$ cat config.mk
export PLATFORM = sky130hd
export DESIGN_NAME = demux3_reg
export DESIGN_NICKNAME = d
export VERILOG_FILES = /design/src/rtl/demux3_reg.sv
export SDC_FILE = /design/constraint.sdc
export NUM_CORES = 1
export LEC_CHECK = 0
export BUFFER_PORTS_ARGS = -buffer_cell sky130_fd_sc_hd__buf_2
export CAP_MARGIN = 15
export CORE_ASPECT_RATIO = 1.5
export CORE_UTILIZATION = 49
export DETAILED_ROUTE_END_ITERATION = 10
export GPL_ROUTABILITY_DRIVEN = 0
export HOLD_SLACK_MARGIN = 0.1
export PLACE_DENSITY = 0.8
export SYNTH_ARGS = -nofsm -noshare
export SYNTH_HDL_FRONTEND = slang
export SYNTH_SLANG_ARGS = --single-unit
$ cat constraint.sdc
create_clock -name clk -period 2.1 [get_ports clk]
set_input_delay 0.42 -clock clk [delete_from_list [all_inputs] [get_ports clk]]
set_output_delay 0.42 -clock clk [all_outputs]
set_load 0.02 [all_outputs]
$ cat src/rtl/demux3_reg.sv
// demux3_reg: registered 1-to-3 demultiplexer. One producer feeds three
// one-entry holding registers, and each consumer drains its own channel
// independently through a valid/ready handshake.
module demux3_reg #(
  parameter int WIDTH = 32
) (
  input  logic             clk,
  input  logic             reset,
  input  logic [2:0]       selector,
  input  logic [WIDTH-1:0] data_in,
  input  logic             in_valid,
  output logic             in_ready,
  output logic [WIDTH-1:0] data_out_0,
  output logic [WIDTH-1:0] data_out_1,
  output logic [WIDTH-1:0] data_out_2,
  output logic [2:0]       out_valid,
  input  logic [2:0]       out_ready,
  output logic             sel_err,
  output logic [15:0]      xfer_count
);

  logic [2:0] target_hot;
  logic       illegal;
  logic       accept;
  logic [2:0] load;

  // Decode the selector to a one-hot target; unknown codes fall back to ch0
  always_comb begin
    target_hot = 3'b001;
    illegal    = 1'b0;
    case (selector)
      3'b000:  target_hot = 3'b001;
      3'b001:  target_hot = 3'b010;
      3'b010:  target_hot = 3'b100;
      default: illegal    = 1'b1;
    endcase
  end

  // Only the target channel matters: it must be empty or draining this cycle.
  // A drain and a reload on the same edge give one word per cycle per channel.
  assign in_ready = |(target_hot & (~out_valid | out_ready));
  assign accept   = in_valid && in_ready;
  assign load     = accept ? target_hot : 3'b000;

  // Valid flags: a load sets the flag, a drain without a reload clears it
  always_ff @(posedge clk) begin
    if (!reset) begin
      out_valid <= 3'b000;
    end else begin
      out_valid <= load | (out_valid & ~out_ready);
    end
  end

  // Channel data registers capture only on a load and hold after a drain
  always_ff @(posedge clk) begin
    if (!reset) begin
      data_out_0 <= '0;
      data_out_1 <= '0;
      data_out_2 <= '0;
    end else begin
      if (load[0]) data_out_0 <= data_in;
      if (load[1]) data_out_1 <= data_in;
      if (load[2]) data_out_2 <= data_in;
    end
  end

  // Transfer counter (wraps freely) and sticky illegal-selector flag
  always_ff @(posedge clk) begin
    if (!reset) begin
      xfer_count <= 16'h0000;
      sel_err    <= 1'b0;
    end else if (accept) begin
      xfer_count <= xfer_count + 16'h0001;
      if (illegal) sel_err <= 1'b1;
    end
  end

endmodule

# == Yosys cells after proc, flatten, opt, wreduce, memory -nomap -nowiden ==
# Cells that the tools add are included.
# totals
wordCells,23
output_inout_bits,117
latch_bits,0
ramBits,0
input_bits,41
romBits,0
ff_bits,116
n_memories,0
# op_classes
reduce_logical,5
mux,2
n_lt_le_gt_ge,0
shift,0
eq_ne,2
n_bitwise,7
n_div,0
add_sub_neg,1
n_mul,0
# ops
cell,n
"adder 16 x 1 -> 16 bit, second input constant",1
AND 3 bit,2
NOT 3 bit,2
OR 3 bit,2
one-hot mux 3 bit (2 select lines),1
OR reduction 3 bit,2
"equality test 3 x 1 -> 1 bit, second input constant",1
"equality test 3 x 2 -> 1 bit, second input constant",1
logical NOT 3 bit,1
two-way mux 3 bit,1
AND reduction 2 bit,1
logical AND 1 bit,1
NOT 1 bit,1

# == Longest topological paths before layout ==
# Gate-level depths: netlist of run 1.
# depth
word_depth,7
depth_mapped,7

# == Worst setup path after synthesis of run 1 ==
# Ideal clock, no wire load.
# synth_timing
path_kind,input to register
start,input selector[1]
end,register xfer_count[13]
setup_slack_ps,357
path_stages,6
setup_ps,70
required_time_ps,2030
arrival_time_ps,1672
cell_sequence,nand2b_1 -> a2bb2oi_1 -> o21a_1 -> buf_6 -> or4_1 -> a21oi_1
# synth_between
elab_chain_len,5
# synth_rtl
element,line,rtl
from (decl),9,"input logic [2:0] selector,"
equality test 3 x 2 -> 1 bit or equality test 3 x 1 -> 1 bit (tied branches),31,case (selector)
one-hot mux 3 bit (2 select lines) (*),31,
AND 3 bit (*),41,assign in_ready = |(target_hot & (~out_valid | out_ready));
OR reduction 3 bit (*),41,
logical AND 1 bit (*),42,assign accept = in_valid && in_ready;
to (signal assigned),73,xfer_count <= xfer_count + 16'h0001;
to (decl),19,output logic [15:0] xfer_count
# Every way passes the cells marked *; elsewhere a longest branch is shown, timed or not.
# A chain may end at the register's enable or synchronous reset.

# == Final worst setup path of run 1 ==
# layout_timing
start,register out_valid[1]
end,output in_ready
# layout_between
elab_chain_len,4
# layout_rtl
element,line,rtl
from (decl),16,"output logic [2:0] out_valid,"
from (signal assigned),50,out_valid <= load | (out_valid & ~out_ready);
NOT 3 bit,41,
OR 3 bit,41,
AND 3 bit,41,
OR reduction 3 bit,41,
to (decl),12,"output logic in_ready,"
# No other way between the ends.

==> impl_metrics.toml, run 1 <==
[logic_synthesis]
postSynth.asyncResetShare_pct = 0
postSynthAreaPerCell_um2 = 7.87
yosysUniqueCellTypes = 29
yosysSeqAreaShare_pct = 55.0
yosys_warnings = 0
synth_edf_count = 0
ys_ff_latch = 116
synth.largest_area_cell = "dfxtp_1"
synth_top_area_share_pct = 55.0
ys_top_cells_by_area = "dfxtp_1, nand2_1, a21oi_1, clkbuf_1, or3_1"
syn_area_mm2 = 0.00422
synth_nets = 578
synth_cells = 536
synthFlopType = "dfxtp_1"

[clock_network]
cts-resized-gates = 0
cts-buffers-inserted = 17
clock_sinks = 116
post_cts_buffers = 0
cts.clk_slew.worst_paths_ns = 0.05
h-tree-depth = 4
clock_latency_ns = 0.40
cts_tree = "built"
hold_buffers = 0
cts_buffer_depth = 2
root_buffer = "clkbuf_16"

[routing]
wl_met1_um = 4590
dr_total_vias = 4273
dr.pass1.iters = 5
viasPerCell = 5.29
avgRoutedWirePerCell_um = 14.8
antenna_left = 0
wl_met3_um = 731
wl_met2_um = 6330
top_layer_used = "met4"
dr.first_iter.drc_count = 226
drc_errors = 0
wirelength_um = 12000

[worst_setup_path]
cp.arrival_ns = 1.51
cp_max_fo = 4
worst-setup-path-type = "register to output port"
worstSetupEndpointType = "output port"
startpoint_type = "register"
critical_path_required_ns = 1.68

[pwr]
peakVddDrop_v = 0.000902
power_mw = 5.50
leakagePower_nw = 2.50
powerDensity_mw_per_mm2 = 958

[floorplan]
num_rows = 41
die_area_mm2 = 0.00900
start_util_pct = 50.5
ios = 158
die_w_um = 77.8
die_h_um = 116
core_mm2 = 0.00836

[global_routing]
antenna_found_initial = 0
grt_util_all_layers_pct = 26.8
grt_pass1_vias = 3914
grt_max_degree = 56
grt_overflow_total = 0
grt_pass1_wl_um = 18400

[placement]
hpwlAfterDp_um = 7780
place_area_mm2 = 0.00518
port_buffers = 157

[cells_and_area]
layout.nets = 731
areaGrowthSynthToFinish_pct = 35.9
final_cell_mix = "nand2_1, buf_2, dfxtp_1"
n_antenna_cell = 0
drive_gt1_share_pct = 28.4
final_common_cell = "nand2_1"
fill_cells = 712
stdcell_area_mm2 = 0.00574

[sta]
period_minus_slack_ns = 1.93
fmax_mhz = 517
clock_skew_ns = 0.00618
max_slew_margin_pct = 72.5
worst_slew_pin_slew_ns = 0.413
rsz0062_at_grt = "no"
finalSetupViolations = 0
hold_violations = 0
tns_ns = 0
slew_violations = 0
hold_ws_ns = 0.256
fin_crit_sh_pct = 92.1

[job]
cap_violations = 0

[status]
status = "completed"

[min_path]
hp-class = "input port to register"
[kinds of logic after synthesis]
logic type / Yosys count / synth area share (%)
AND/OR/NAND/NOR: 245 / 23.9
AO/OA/AOI/OAI: 133 / 16.5
adder cells (fa/ha/maj): 1 / 0.296
XOR/XNOR: 2 / 0.415
buffers and inverters: 38 / 3.68
multiplexers: 1 / 0.237
flip-flops: 116 / 55.0
[layout make-up]
cell class / instances / area, um^2 / share of cell area (%)
Inverter: 3 / 12.5 / 0.218
Clock buffer: 27 / 513 / 8.94
Tap cell: 107 / 134 / 2.33
Timing Repair Buffer: 169 / 951 / 16.6
Clock inverter: 4 / 45.0 / 0.785
Multi-Input combinational cell: 382 / 1760 / 30.7
Sequential cell: 116 / 2320 / 40.5
[routing by layer]
layer	vias up	global-route usage (%)
li1	2078	-
met1	2021	28.3
met2	150	48.0
met3	24	7.95
met4	0	14.0
met5	-	0
[cell usage after synthesis (2+ instances only)]
cell type / instances
nor2_1: 8
nand4_1: 3
nand3_1: 6
and3_1: 2
inv_1: 2
nor2b_1: 2
o31ai_1: 5
nor3_1: 2
or3_1: 10
clkbuf_1: 32
nand2_1: 201
a21oi_1: 113
dfxtp_1: 116
o21ai_0: 11
o21a_1: 2
or4_1: 5
nand2b_1: 4
[power by group]
part	switching [mW]	leakage [nW]	internal (mW)
combinational	0.335	1.28	0.169
sequential	0.0425	0.942	2.28
clock	0.901	0.277	1.77
total	1.28	2.50	4.22
[flip-flops by register name, summed over array words and instances (netlist names)]
register and cells:
data_out_0 32, data_out_1 32, data_out_2 32, out_valid 3
sel_err 1, xfer_count 16
[stage by stage]
| stage | instances | utilization (%) | setup slack, ns |
|---|---|---|---|
| after floorplan | 536 | - | 0.357 |
| after global placement | 777 | 61.9 | 0.132 |
| after detailed placement | 777 | 61.9 | 0.0845 |
| after CTS | 808 | 68.6 | 0.156 |
| after global routing | 808 | 68.6 | 0.0556 |
| final | 808 | 68.6 | 0.166 |
[critical path, cell delays in order (launching register included)]
cell,delay (ns)
dfxtp_1,0.31
nor2b_1,0.30
a2bb2oi_1,0.24
o21ai_0,0.09
buf_2,0.18
[final timing paths]
kind / endpoint / slack (ns) / cells after the start / from
setup / recovery: in_ready / 0.17 / 4 / out_valid[1]
hold / removal: sel_err / 0.26 / 2 / reset
setup reg to reg: xfer_count[13] / 0.35 / 6 / out_valid[1]
hold reg to reg: data_out_1[16] / 0.45 / 2 / data_out_1[16]
No activity file was read; power rests on OpenSTA's default activity.
==> run 2: changes to the inputs <==
--- a/config.mk
+++ b/config.mk
@@ -5,7 +5,7 @@
 export SDC_FILE = /design/constraint.sdc
 export NUM_CORES = 1
 export LEC_CHECK = 0
-export BUFFER_PORTS_ARGS = -buffer_cell sky130_fd_sc_hd__buf_2
+export BUFFER_PORTS_ARGS = -buffer_cell sky130_fd_sc_hd__buf_4
 export CAP_MARGIN = 15
 export CORE_ASPECT_RATIO = 1.5
 export CORE_UTILIZATION = 49
==> run 2 against run 1 <==
Compared with the run above:
- sequential cell count unchanged
- die area unchanged
- count of clock-buffer cells in the layout decreased by 1
- final area is 5.7% higher
- wire length increased by 3.0%
- global-route usage up 0.74 points
- cell count decreased by 0.25%
- combinational power increased by 12%
- sequential share of layout area is 2.2 points lower
==> impl_metrics.toml, run 2 (synthesized netlist as in run 1, its figures left out) <==
[sta]
clock_skew_ns = 0.0111
tns_ns = 0
slew_violations = 0
rsz0062_at_grt = "no"
worst_slew_pin_slew_ns = 0.505
fmax_mhz = 501
hold_violations = 0
max_slew_margin_pct = 66.3
finalSetupViolations = 0
period_minus_slack_ns = 1.99
fin_crit_sh_pct = 95.0

[worst_setup_path]
worst-setup-path-type = "register to output port"
worstSetupEndpointType = "output port"
worstRegToRegCells = 5
startpoint_type = "register"
critical_path_required_ns = 1.68
cp.arrival_ns = 1.57
cp_max_fo = 4

[cells_and_area]
fill_cells = 656
top_regs = "data_out_0: 32 flops, data_out_1: 32 flops, data_out_2: 32 flops"
fin_cells = 806
drive_gt1_share_pct = 28.0
layout.nets = 729
n_antenna_cell = 0
areaGrowthSynthToFinish_pct = 43.6
final_common_cell = "nand2_1"
multi_input_area_mm2 = 0.00175
final_cell_mix = "nand2_1, buf_4, dfxtp_1"
seq_area_mm2 = 0.00232

[floorplan]
num_rows = 41
ios = 158
die_w_um = 77.8
die_h_um = 116
start_util_pct = 50.5
die_area_mm2 = 0.00900
core_mm2 = 0.00836

[placement]
numPlacedInstances = 775
hpwlAfterDp_um = 7790
port_buffers = 157

[pwr]
internal_power_mw = 4.21
power_switching_mw = 1.29
peakVddDrop_v = 0.000638
powerDensity_mw_per_mm2 = 907
p_clk_share_pct = 47.4
seqPwrFrac_pct = 42.3
leakagePower_nw = 2.50
p_sw_share_pct = 23.5
power.share.combinational_pct = 10.3

[clock_network]
hold_buffers = 0
cts_tree = "built"
post_cts_buffers = 0
clock_sinks = 116
cts-buffers-inserted = 17
h-tree-depth = 4
cts_buffer_depth = 2
cts-resized-gates = 0
cts.clk_slew.worst_paths_ns = 0.05
root_buffer = "clkbuf_16"
clock_latency_ns = 0.40

[routing]
dr.pass1.iters = 4
dr.first_iter.drc_count = 204
avgRoutedWirePerCell_um = 15.3
wirelength_um = 12300
antenna_left = 0
drc_errors = 0
dr_total_vias = 4267
viasPerCell = 5.29

[min_path]
hp-class = "input port to register"
whs_path_depth = 2

[job]
cap_violations = 0

[status]
status = "completed"

[global_routing]
grt_pass1_vias = 3956
grt_overflow_total = 0
grt_util_all_layers_pct = 27.5
grt_max_degree = 116
grt_pass1_wl_um = 18900
antenna_found_initial = 0
[run 2: cell types whose count changed in the layout (fill, tap and decap cells not counted)]
cell,previous run,this run
buf_2,157,0
o211ai_4,1,0
buf_12,6,4
clkbuf_8,5,3
clkinv_2,4,5
buf_4,6,163
o211ai_2,0,1
clkbuf_1,5,6
[run 2: power by group through the flow]
stage	clock [mW]	sequential, mW	combinational (mW)
after floorplan	0	2.45	0.197
after global placement	0	2.36	0.547
after detailed placement	0	2.37	0.561
after CTS	2.64	2.33	0.565
after global routing	2.74	2.33	0.606
final	2.61	2.33	0.565
[run 2: final cells by class]
class / instances / share of cell area [%]
multi-input combinational: 382 / 28.9
clock buffer: 26 / 8.07
timing repair buffer: 167 / 21.5
sequential: 116 / 38.3
tap: 107 / 2.21
inverter: 3 / 0.206
clock inverter: 5 / 0.826
[run 2: path summary, 6_finish.rpt]
path                                      from        endpoint  slack [ns]
worst max-delay path              out_valid[1]        in_ready        0.11
worst min-delay path                     reset         sel_err        0.25
worst max register to register   xfer_count[3]  xfer_count[15]        0.33
worst min register to register  data_out_1[26]  data_out_1[26]        0.45
[run 2: through the flow]
| step | setup WS [ns] | hold WS [ns] | instance area [um^2] | util, % | power, mW |
|---|---|---|---|---|---|
| 4_1_cts | 0.109 | 0.237 | 6060 | 72.5 | 5.54 |
| 2_1_floorplan | 0.357 | 0.534 | 4220 | - | 2.65 |
| 3_3_place_gp | 0.134 | 0.443 | 5520 | 66.0 | 2.91 |
| 5_1_grt | 0.0155 | 0.250 | 6060 | 72.5 | 5.68 |
| 6_report | 0.105 | 0.251 | 6060 | 72.5 | 5.50 |
| 3_5_place_dp | 0.107 | 0.447 | 5520 | 66.0 | 2.93 |
[run 2: metal layers]
metal | vias up | track usage, % | share of wire [%]
met3 | 26 | 8.35 | 6.4
met2 | 171 | 47.7 | 52
met1 | 1993 | 30.4 | 38
li1 | 2077 | - | -
met4 | 0 | 14.3 | 2.8
met5 | - | 0 | 0
[run 2: worst max-delay path, cell delays in order, from the launching register on]
cell and delay, ns:
dfxtp_1 0.33, nor2b_1 0.31, a2bb2oi_1 0.25, o21ai_0 0.11, buf_4 0.18
==> run 3: changes to the inputs <==
--- a/config.mk
+++ b/config.mk
@@ -5,9 +5,8 @@
 export SDC_FILE = /design/constraint.sdc
 export NUM_CORES = 1
 export LEC_CHECK = 0
-export BUFFER_PORTS_ARGS = -buffer_cell sky130_fd_sc_hd__buf_4
+export BUFFER_PORTS_ARGS = -buffer_cell sky130_fd_sc_hd__buf_2
 export CAP_MARGIN = 15
-export CORE_ASPECT_RATIO = 1.5
 export CORE_UTILIZATION = 49
 export DETAILED_ROUTE_END_ITERATION = 10
 export GPL_ROUTABILITY_DRIVEN = 0
==> run 3 against run 2 <==
Compared with the run above:
- total power up 1.3%
- count of clock-buffer cells in the layout down 9
- first-iteration DRC count down 22%
- register-to-register slack about the same
- cell count up 0.12%
- critical path depth unchanged
- sequential power about the same
- maximum frequency up 1.6%
- sequential cell count unchanged
- via count up 0.47%
- global-route usage down 0.97 points
- clock skew about the same
==> impl_metrics.toml, run 3 (synthesized netlist as in run 1, its figures left out) <==
[worst_setup_path]
startpoint_type = "register"
cp_max_fo = 2
worstRegToRegCells = 5
r2r-start = "xfer_count[2]"
critical_path_required_ns = 1.68
worst-setup-path-type = "register to output port"
cp.arrival_ns = 1.54
worstSetupEndpointType = "output port"
r2r_setup_slack_ns = 0.33
rr_endpoint = "xfer_count[15]"

[floorplan]
num_rows = 33
ios = 158
die_area_mm2 = 0.00899
start_util_pct = 51.1
die_h_um = 94.8
core_mm2 = 0.00826
die_w_um = 94.8

[cells_and_area]
fill_cells = 701
final_cell_mix = "nand2_1, buf_2, dfxtp_1"
final_common_cell = "nand2_1"
layout.nets = 731
drive_gt1_share_pct = 29.3
top_regs = "data_out_0: 32 flops, data_out_1: 32 flops, data_out_2: 32 flops"
n_antenna_cell = 0
areaGrowthSynthToFinish_pct = 35.3

[routing]
dr_total_vias = 4287
drc_errors = 0
dr.first_iter.drc_count = 159
wirelength_um = 11900
dr.pass1.iters = 5
antenna_left = 0
avgRoutedWirePerCell_um = 14.8
viasPerCell = 5.31

[clock_network]
clock_sinks = 116
cts_tree = "built"
hold_buffers = 0
h-tree-depth = 4
cts.clk_slew.worst_paths_ns = 0.06
clock_latency_ns = 0.51
cts-buffers-inserted = 17
cts_buffer_depth = 2
root_buffer = "clkbuf_8"

[global_routing]
grt_overflow_total = 0
grt_pass1_vias = 3959
antenna_found_initial = 0
grt_util_all_layers_pct = 26.6
grt_pass1_wl_um = 18300
grt_max_degree = 116

[placement]
hpwlAfterDp_um = 7580
port_buffers = 157

[sta]
rsz0062_at_grt = "no"
hold_ws_ns = 0.146
period_minus_slack_ns = 1.96
fmax_mhz = 509
max_slew_margin_pct = 64.9
slew_violations = 0
hold_violations = 0
finalSetupViolations = 0
worst_slew_pin_slew_ns = 0.527
fin_crit_sh_pct = 93.5
tns_ns = 0
clock_skew_ns = 0.0115

[status]
status = "completed"

[pwr]
peakVddDrop_v = 0.000574
power_mw = 5.57
leakagePower_nw = 2.48
powerDensity_mw_per_mm2 = 976

[min_path]
whs_path_depth = 2
hp-class = "input port to register"
timing.hold.worst_endpoint = "sel_err"
min_from = "reset"

[job]
cap_violations = 0
-- run 3: cell count changes in the layout (fill, tap and decap cells not counted), moves of 2 or more --
cell / change
clkbuf_8: -2
buf_4: -154
clkinv_4: +3
clkbuf_1: -6
inv_6: +3
clkinvlp_4: +3
buf_2: +157
-- run 3: how the worst max path moves through the flow --
stage                     slack, ns          from        endpoint
final                          0.14  out_valid[1]        in_ready
after floorplan                0.36   selector[1]  xfer_count[13]
after CTS                      0.05  out_valid[1]        in_ready
after global routing           0.06  out_valid[1]        in_ready
after global placement         0.17   selector[1]   xfer_count[3]
after detailed placement       0.08   selector[1]   xfer_count[4]
-- run 3: power breakdown --
| group | total, mW | switching [mW] | internal (mW) |
|---|---|---|---|
| Combinational | 0.497 | 0.336 | 0.162 |
| Clock | 2.76 | 1.07 | 1.69 |
| Sequential | 2.32 | 0.0405 | 2.28 |
-- run 3: critical path, cell delays in order, from the launching register on --
cell,delay (ns)
dfxtp_1,0.32
nor2b_2,0.20
a2bb2oi_1,0.23
o21ai_0,0.10
buf_2,0.18
-- run 3: metal layers --
layer  global-route usage (%)  up-vias  wire length (um)
li1                         -     2084                 -
met1                     30.9     2027              4950
met2                     46.0      160              6010
met3                     6.68       16               733
met4                     11.5        0               239
met5                        0        -                 0
-- run 3: stage by stage --
stage	cells	setup slack (ns)	util (%)	cell area, um^2
floorplan	536	0.357	-	4220
global placement	775	0.170	62.2	5140
detailed placement	775	0.0755	62.2	5140
CTS	807	0.0520	69.1	5710
global route	807	0.0550	69.2	5710
finish	807	0.137	69.2	5710
-- run 3: layout make-up --
| class | count | area, um^2 | share of cell area [%] |
|---|---|---|---|
| Tap cell | 105 | 131 | 2.30 |
| Timing Repair Buffer | 169 | 913 | 16.0 |
| Multi-Input combinational cell | 382 | 1760 | 30.9 |
| Inverter | 3 | 12.5 | 0.219 |
| Sequential cell | 116 | 2320 | 40.7 |
| Clock inverter | 15 | 155 | 2.72 |
| Clock buffer | 17 | 414 | 7.25 |
-- run 3: timing repair --
item | 4_1_cts | 5_1_grt
setup buffers | 0 | 0
setup endpoints to repair | 0 | 1
gates resized for setup | 0 | 1
